<file path="src/rtl/mem_stage_pkg.sv">
`default_nettype none
// ============================================================================
// mem_stage_pkg : shared types and constants for the MIPS MEM-stage controller
// Revision      : 1.0
// ============================================================================
package mem_stage_pkg;

    typedef enum logic [0:0] {
        IDLE = 1'b0,
        WAIT = 1'b1
    } state_e;

    localparam int TIMEOUT_DEFAULT = 16;
    localparam int CNT_W           = 8;

    typedef struct packed {
        logic reg_write;
        logic memtoreg;
    } wb_ctrl_t;

    localparam wb_ctrl_t WB_BUBBLE = '{reg_write: 1'b0, memtoreg: 1'b0};

endpackage
`default_nettype wire

</file>
<file path="src/rtl/memwb_reg.sv">
`default_nettype none
// ============================================================================
// memwb_reg : MEM/WB pipeline register with bubble insertion
// Revision  : 1.0
// ============================================================================
module memwb_reg
    import mem_stage_pkg::*;
(
    input  logic        clk,
    input  logic        reset,
    input  logic        load,
    input  logic        bubble,
    input  logic        load_rdata,
    input  logic [4:0]  wreg_i,
    input  logic [31:0] rdata_i,
    input  logic [31:0] alu_i,
    input  wb_ctrl_t    ctrl_i,
    output logic [4:0]  wreg_o,
    output logic [31:0] rdata_o,
    output logic [31:0] alu_o,
    output wb_ctrl_t    ctrl_o
);

    logic [4:0]  wreg_q;
    logic [31:0] rdata_q;
    logic [31:0] alu_q;
    wb_ctrl_t    ctrl_q;

    // A bubble clears only the controls; the data fields keep their old values.
    always_ff @(posedge clk or posedge reset) begin
        if (reset) begin
            wreg_q  <= 5'd0;
            rdata_q <= 32'd0;
            alu_q   <= 32'd0;
            ctrl_q  <= WB_BUBBLE;
        end else if (bubble) begin
            ctrl_q  <= WB_BUBBLE;
        end else if (load) begin
            wreg_q  <= wreg_i;
            alu_q   <= alu_i;
            ctrl_q  <= ctrl_i;
            if (load_rdata) begin
                rdata_q <= rdata_i;
            end
        end
    end

    assign wreg_o  = wreg_q;
    assign rdata_o = rdata_q;
    assign alu_o   = alu_q;
    assign ctrl_o  = ctrl_q;

endmodule
`default_nettype wire

</file>
<file path="src/rtl/mem_stage_ctrl.sv">
`default_nettype none
// ============================================================================
// mem_stage_ctrl : MEM-stage data-memory access controller with stall/timeout
// Revision       : 1.0
// ============================================================================
module mem_stage_ctrl
    import mem_stage_pkg::*;
#(
    parameter int TIMEOUT = TIMEOUT_DEFAULT
) (
    input  logic        clk,
    input  logic        reset,
    input  logic [4:0]  writeRegMEM,
    input  logic [31:0] data_addr,
    input  logic [31:0] writeData,
    input  logic        mem_read,
    input  logic        mem_write,
    input  logic        RegWriteMem,
    input  logic        memtoregMEM,
    output logic        dmem_req,
    output logic        dmem_we,
    output logic [31:0] dmem_addr,
    output logic [31:0] dmem_wdata,
    input  logic [31:0] dmem_rdata,
    input  logic        dmem_ack,
    output logic        stall,
    output logic [4:0]  writeRegWB,
    output logic [31:0] readDataWB,
    output logic [31:0] aluResultWB,
    output logic        RegWriteWB,
    output logic        memtoregWB,
    output logic        mem_fault,
    output logic        bus_err
);

    state_e           state_q, state_d;
    logic [CNT_W-1:0] cnt_q, cnt_d;
    logic             mem_fault_q, bus_err_q;

    logic access, illegal, in_wait, timeout;
    wb_ctrl_t ctrl_in, ctrl_out;

    always_ff @(posedge clk or posedge reset) begin
        if (reset) begin
            state_q     <= IDLE;
            cnt_q       <= '0;
            mem_fault_q <= 1'b0;
            bus_err_q   <= 1'b0;
        end else begin
            state_q     <= state_d;
            cnt_q       <= cnt_d;
            mem_fault_q <= illegal;
            bus_err_q   <= timeout;
        end
    end

    // Gating with reset keeps req/stall low even while an access sits on the inputs.
    always_comb begin
        access   = mem_read ^ mem_write;
        illegal  = (mem_read & mem_write) | (access & (data_addr[1:0] != 2'b00));
        in_wait  = (state_q == WAIT);
        timeout  = in_wait & ~dmem_ack & (cnt_q == CNT_W'(TIMEOUT - 1));
        dmem_req = ~reset & (in_wait | (access & ~illegal));
        stall    = dmem_req & ~dmem_ack & ~timeout;
        state_d  = state_q;
        cnt_d    = cnt_q;
        case (state_q)
            IDLE: begin
                if (dmem_req && !dmem_ack) begin
                    state_d = WAIT;
                    cnt_d   = CNT_W'(1);
                end
            end
            WAIT: begin
                if (dmem_ack || timeout) begin
                    state_d = IDLE;
                    cnt_d   = '0;
                end else begin
                    cnt_d   = cnt_q + CNT_W'(1);
                end
            end
            default: begin
                state_d = IDLE;
                cnt_d   = '0;
            end
        endcase
    end

    assign dmem_we    = mem_write;
    assign dmem_addr  = data_addr;
    assign dmem_wdata = writeData;

    assign ctrl_in = '{reg_write: RegWriteMem, memtoreg: memtoregMEM};

    memwb_reg u_memwb (
        .clk        (clk),
        .reset      (reset),
        .load       (~stall),
        .bubble     (stall | illegal | timeout),
        .load_rdata (dmem_req & dmem_ack & mem_read),
        .wreg_i     (writeRegMEM),
        .rdata_i    (dmem_rdata),
        .alu_i      (data_addr),
        .ctrl_i     (ctrl_in),
        .wreg_o     (writeRegWB),
        .rdata_o    (readDataWB),
        .alu_o      (aluResultWB),
        .ctrl_o     (ctrl_out)
    );

    assign RegWriteWB = ctrl_out.reg_write;
    assign memtoregWB = ctrl_out.memtoreg;
    assign mem_fault  = mem_fault_q;
    assign bus_err    = bus_err_q;

endmodule
`default_nettype wire

</file>
<file path="config.mk">
export PLATFORM = sky130hd
export DESIGN_NAME = mem_stage_ctrl
export DESIGN_NICKNAME = d
export VERILOG_FILES = /design/src/rtl/mem_stage_pkg.sv /design/src/rtl/memwb_reg.sv /design/src/rtl/mem_stage_ctrl.sv
export SDC_FILE = /design/constraint.sdc
export NUM_CORES = 1
export LEC_CHECK = 0
export BUFFER_PORTS_ARGS = -buffer_cell sky130_fd_sc_hd__buf_4
export CAP_MARGIN = 0
export CORE_MARGIN = 5
export CORE_UTILIZATION = 30
export DETAILED_ROUTE_END_ITERATION = 10
export PLACE_DENSITY_LB_ADDON = 0.08
export RECOVER_POWER = 100
export SLEW_MARGIN = 20
export SYNTH_ARGS = -nofsm -noshare
export SYNTH_HDL_FRONTEND = slang
export SYNTH_SLANG_ARGS = --single-unit
</file>
<file path="constraint.sdc">
create_clock -name clk -period 3.01 [get_ports clk]
set_input_delay 0.602 -clock clk [delete_from_list [all_inputs] [get_ports clk]]
set_output_delay 0.602 -clock clk [all_outputs]
set_load 0.1 [all_outputs]
</file>
==> metrics.txt <==
Crit path arrival time=2110 ps; crit end category=output pin; hold crit path type=in -> async; # clock sinks=82; top post-synthesis cells by area=dfrtp_1 (55%), mux2_1 (18%), buf_4 (13%); Die ar.=14800 um2; Core Util, Final=38.7%; Worst-path clk slew=60 ps; maximum number of pins on one net before global-route repair=78; CP max FO=2; largest delay contributor family on the critical path=buffers and inverters; detailed placer's ending HPWL=6680 um; worst path cell trace=clkbuf_1, ha_1, nor4b_1, buf_4, o21a_2, clkbuf_2; Net Count, Synth=390; share of cells above drive strength 1=24.6%; Final Critical Period=2720 ps; R2R Path Start=cnt_q[5]; Cells after DPL=564; Yosys warning total=0; switching pwr=2.41 mW; # rows=40; post-synth top area cell=dfrtp_1; Buffers on Ports=183; synthesized area per cell=13.4 um2; Worst R2R Path Depth=5; Post-CTS Setup Inserts=0; PD cells=1010 nW/um2; wire length per cell=15.4 um; first-pass GRT wire length=13600 um; Clock Skews=4.63 ps; Post-Layout Cell Count=579; Detail Route Antenna Nets=0; outcome=finished, final reports clean; final worst setup slack=294 ps; Starting Density=31.0%; Root Buffer=clkbuf_16; Setup CP Type=in -> out; Slowest cell on crit path=clkbuf_2; R2R Path End=u_memwb.alu_o[7]; synthesized cell area=3750 um2; crit path buf inv count=3; Die Ht=122 um; P&R area growth vs syn=25.0%; commonest non-fill, non-tap cell in the layout=clkbuf_1; max frequency=368 MHz; max-slew violation count=0; Sequential Power Share=30.1%; nets=517; Core Box Area=12100 um2; Worst EP required=2410 ps; P_int=2.31 mW; TritonCTS clock tree=done; top-level I/O count=248; First DRT Iteration DRCs=75; LEAKAGE=2.16 nW; startpoint class of the critical path=input pin; die width=122 um; Final Hold Viols=0; n_diodes=0; total power draw=4.72 mW; Syn Inst Count=280; switching share of total power=51.0%; vias in the first global route=2595; Resized Gates After CTS=0; fin crit share=90.2%; peak supply drop=0.000352 V; Max-cap violations=0; CTS Buffer Depth=2; Final GP Congestion=0.687; total gr overflow=0; vias per inst=4.27; register bit total from synthesis=82; part of the Yosys area used for sequential elements=54.7%; residual DRC count=0; DR pass1 iterations=5; Routed Wire Length=8910 um; Largest stage delay, worst path=460 ps; slew of the pin with the lowest slew margin=1260 ps; total CTS buffers=9; worst relative slew slack=16.6%; Setup-failing EPs final=0; Clk pwr share=24.3%; post-synth cell types=34; reg2reg setup slack=490 ps; Comb power frac=45.6%; most frequent cells in the layout=clkbuf_1 (110), dfrtp_1 (82), buf_4 (74); Synth top area share=54.7%; global-route usage over all layers=11.9%; antenna violations before repair=0; Clock Latency Late Sink=330 ps; RSZ-0062 raised after global routing=no; pre-CTS WS=423 ps; vias=2472; CTS Hold Bufs=0; H-tree depth=3; WHS=207 ps
-- kinds of logic after synthesis --
kind of cell,after synthesis,synth area share (%)
AOI/OAI and AO/OA,20,3.00
xor gates and xnor gates,1,0.234
adders and majority gates,2,0.667
buffers and inverters,77,15.1
DFF,82,54.7
muxes,70,21.8
and+or+nand+nor,28,4.40
-- registers in the layout (all words and copies together) (netlist names) --
register         count
bus_err              1
cnt_q                8
in_wait              1
mem_fault            1
u_memwb.alu_o       32
u_memwb.ctrl_o       2
u_memwb.rdata_o     32
u_memwb.wreg_o       5
-- cell type report --
type                    count  area (um2)
repair buffers            188        1010
well taps                 168         210
fillers                  1263        7420
clock buffers               9         225
multi-input cells         121        1090
flip-flops and latches     82        2050
inverters                   5        20.0
clock inverters             6        82.6
-- layer usage --
layer / vias up / global-route usage, % / wire length, um
li1: 1143 / - / -
met1: 1201 / 13.2 / 3490
met2: 111 / 20.5 / 4480
met3: 17 / 3.67 / 731
met4: 0 / 6.30 / 204
met5: - / 0 / 0
-- worst max-delay path by stage --
stage	startpoint	endpoint	slack, ps	depth (start not counted)
2_1_floorplan	reset	u_memwb.rdata_o[0]	-160	5
3_3_place_gp	mem_read	stall	450	6
3_5_place_dp	mem_read	stall	420	6
4_1_cts	mem_read	stall	410	6
5_1_grt	mem_write	dmem_req	150	6
6_report	mem_read	dmem_req	290	6
-- per-stage QoR --
step           setup TNS [ps]  area (um2)
2_1_floorplan           -4280        3770
3_3_place_gp                0        4850
3_5_place_dp                0        4850
4_1_cts                     0        5160
5_1_grt                     0        4690
6_report                    0        4690
-- worst register-to-register path, delay by kind of cell, from the launching register on --
family                 cells  cell delay (ps)
DFF                        1              420
buffers and inverters      1              280
muxes                      1              340
and+or+nand+nor            3             1370
-- power by group through the flow --
stage / logic [mW] / clock network (mW) / registers [mW]
floorplan: 0.666 / 0 / 2.85
global placement: 2.38 / 0 / 1.44
detailed placement: 2.38 / 0 / 1.44
CTS: 2.38 / 1.20 / 1.42
global route: 2.22 / 1.23 / 1.45
finish: 2.15 / 1.15 / 1.42
-- cell usage after synthesis --
library cell and instances:
mux2_1 59, or2_2 1, nor4b_1 1, nor2b_1 2
buf_12 1, ha_1 2, o21a_1 1, and3_1 1
nand3_1 3, mux2_4 8, o21ai_1 2, o31ai_1 1
a31oi_1 1, dfrtp_1 82, nand2_1 4, buf_2 3
or4_4 1, or3_1 1, nor3_4 1, o22ai_1 1
nand2b_1 1, xor2_1 1, nand3b_2 1, a21o_1 1
inv_1 5, o21bai_1 1, nor2_1 7, o21ai_0 9
mux2_2 3, buf_6 1, nor3_1 1, buf_4 67
nand4_1 3, a21oi_1 3
Note: power is estimated with default switching activity, not from simulation.
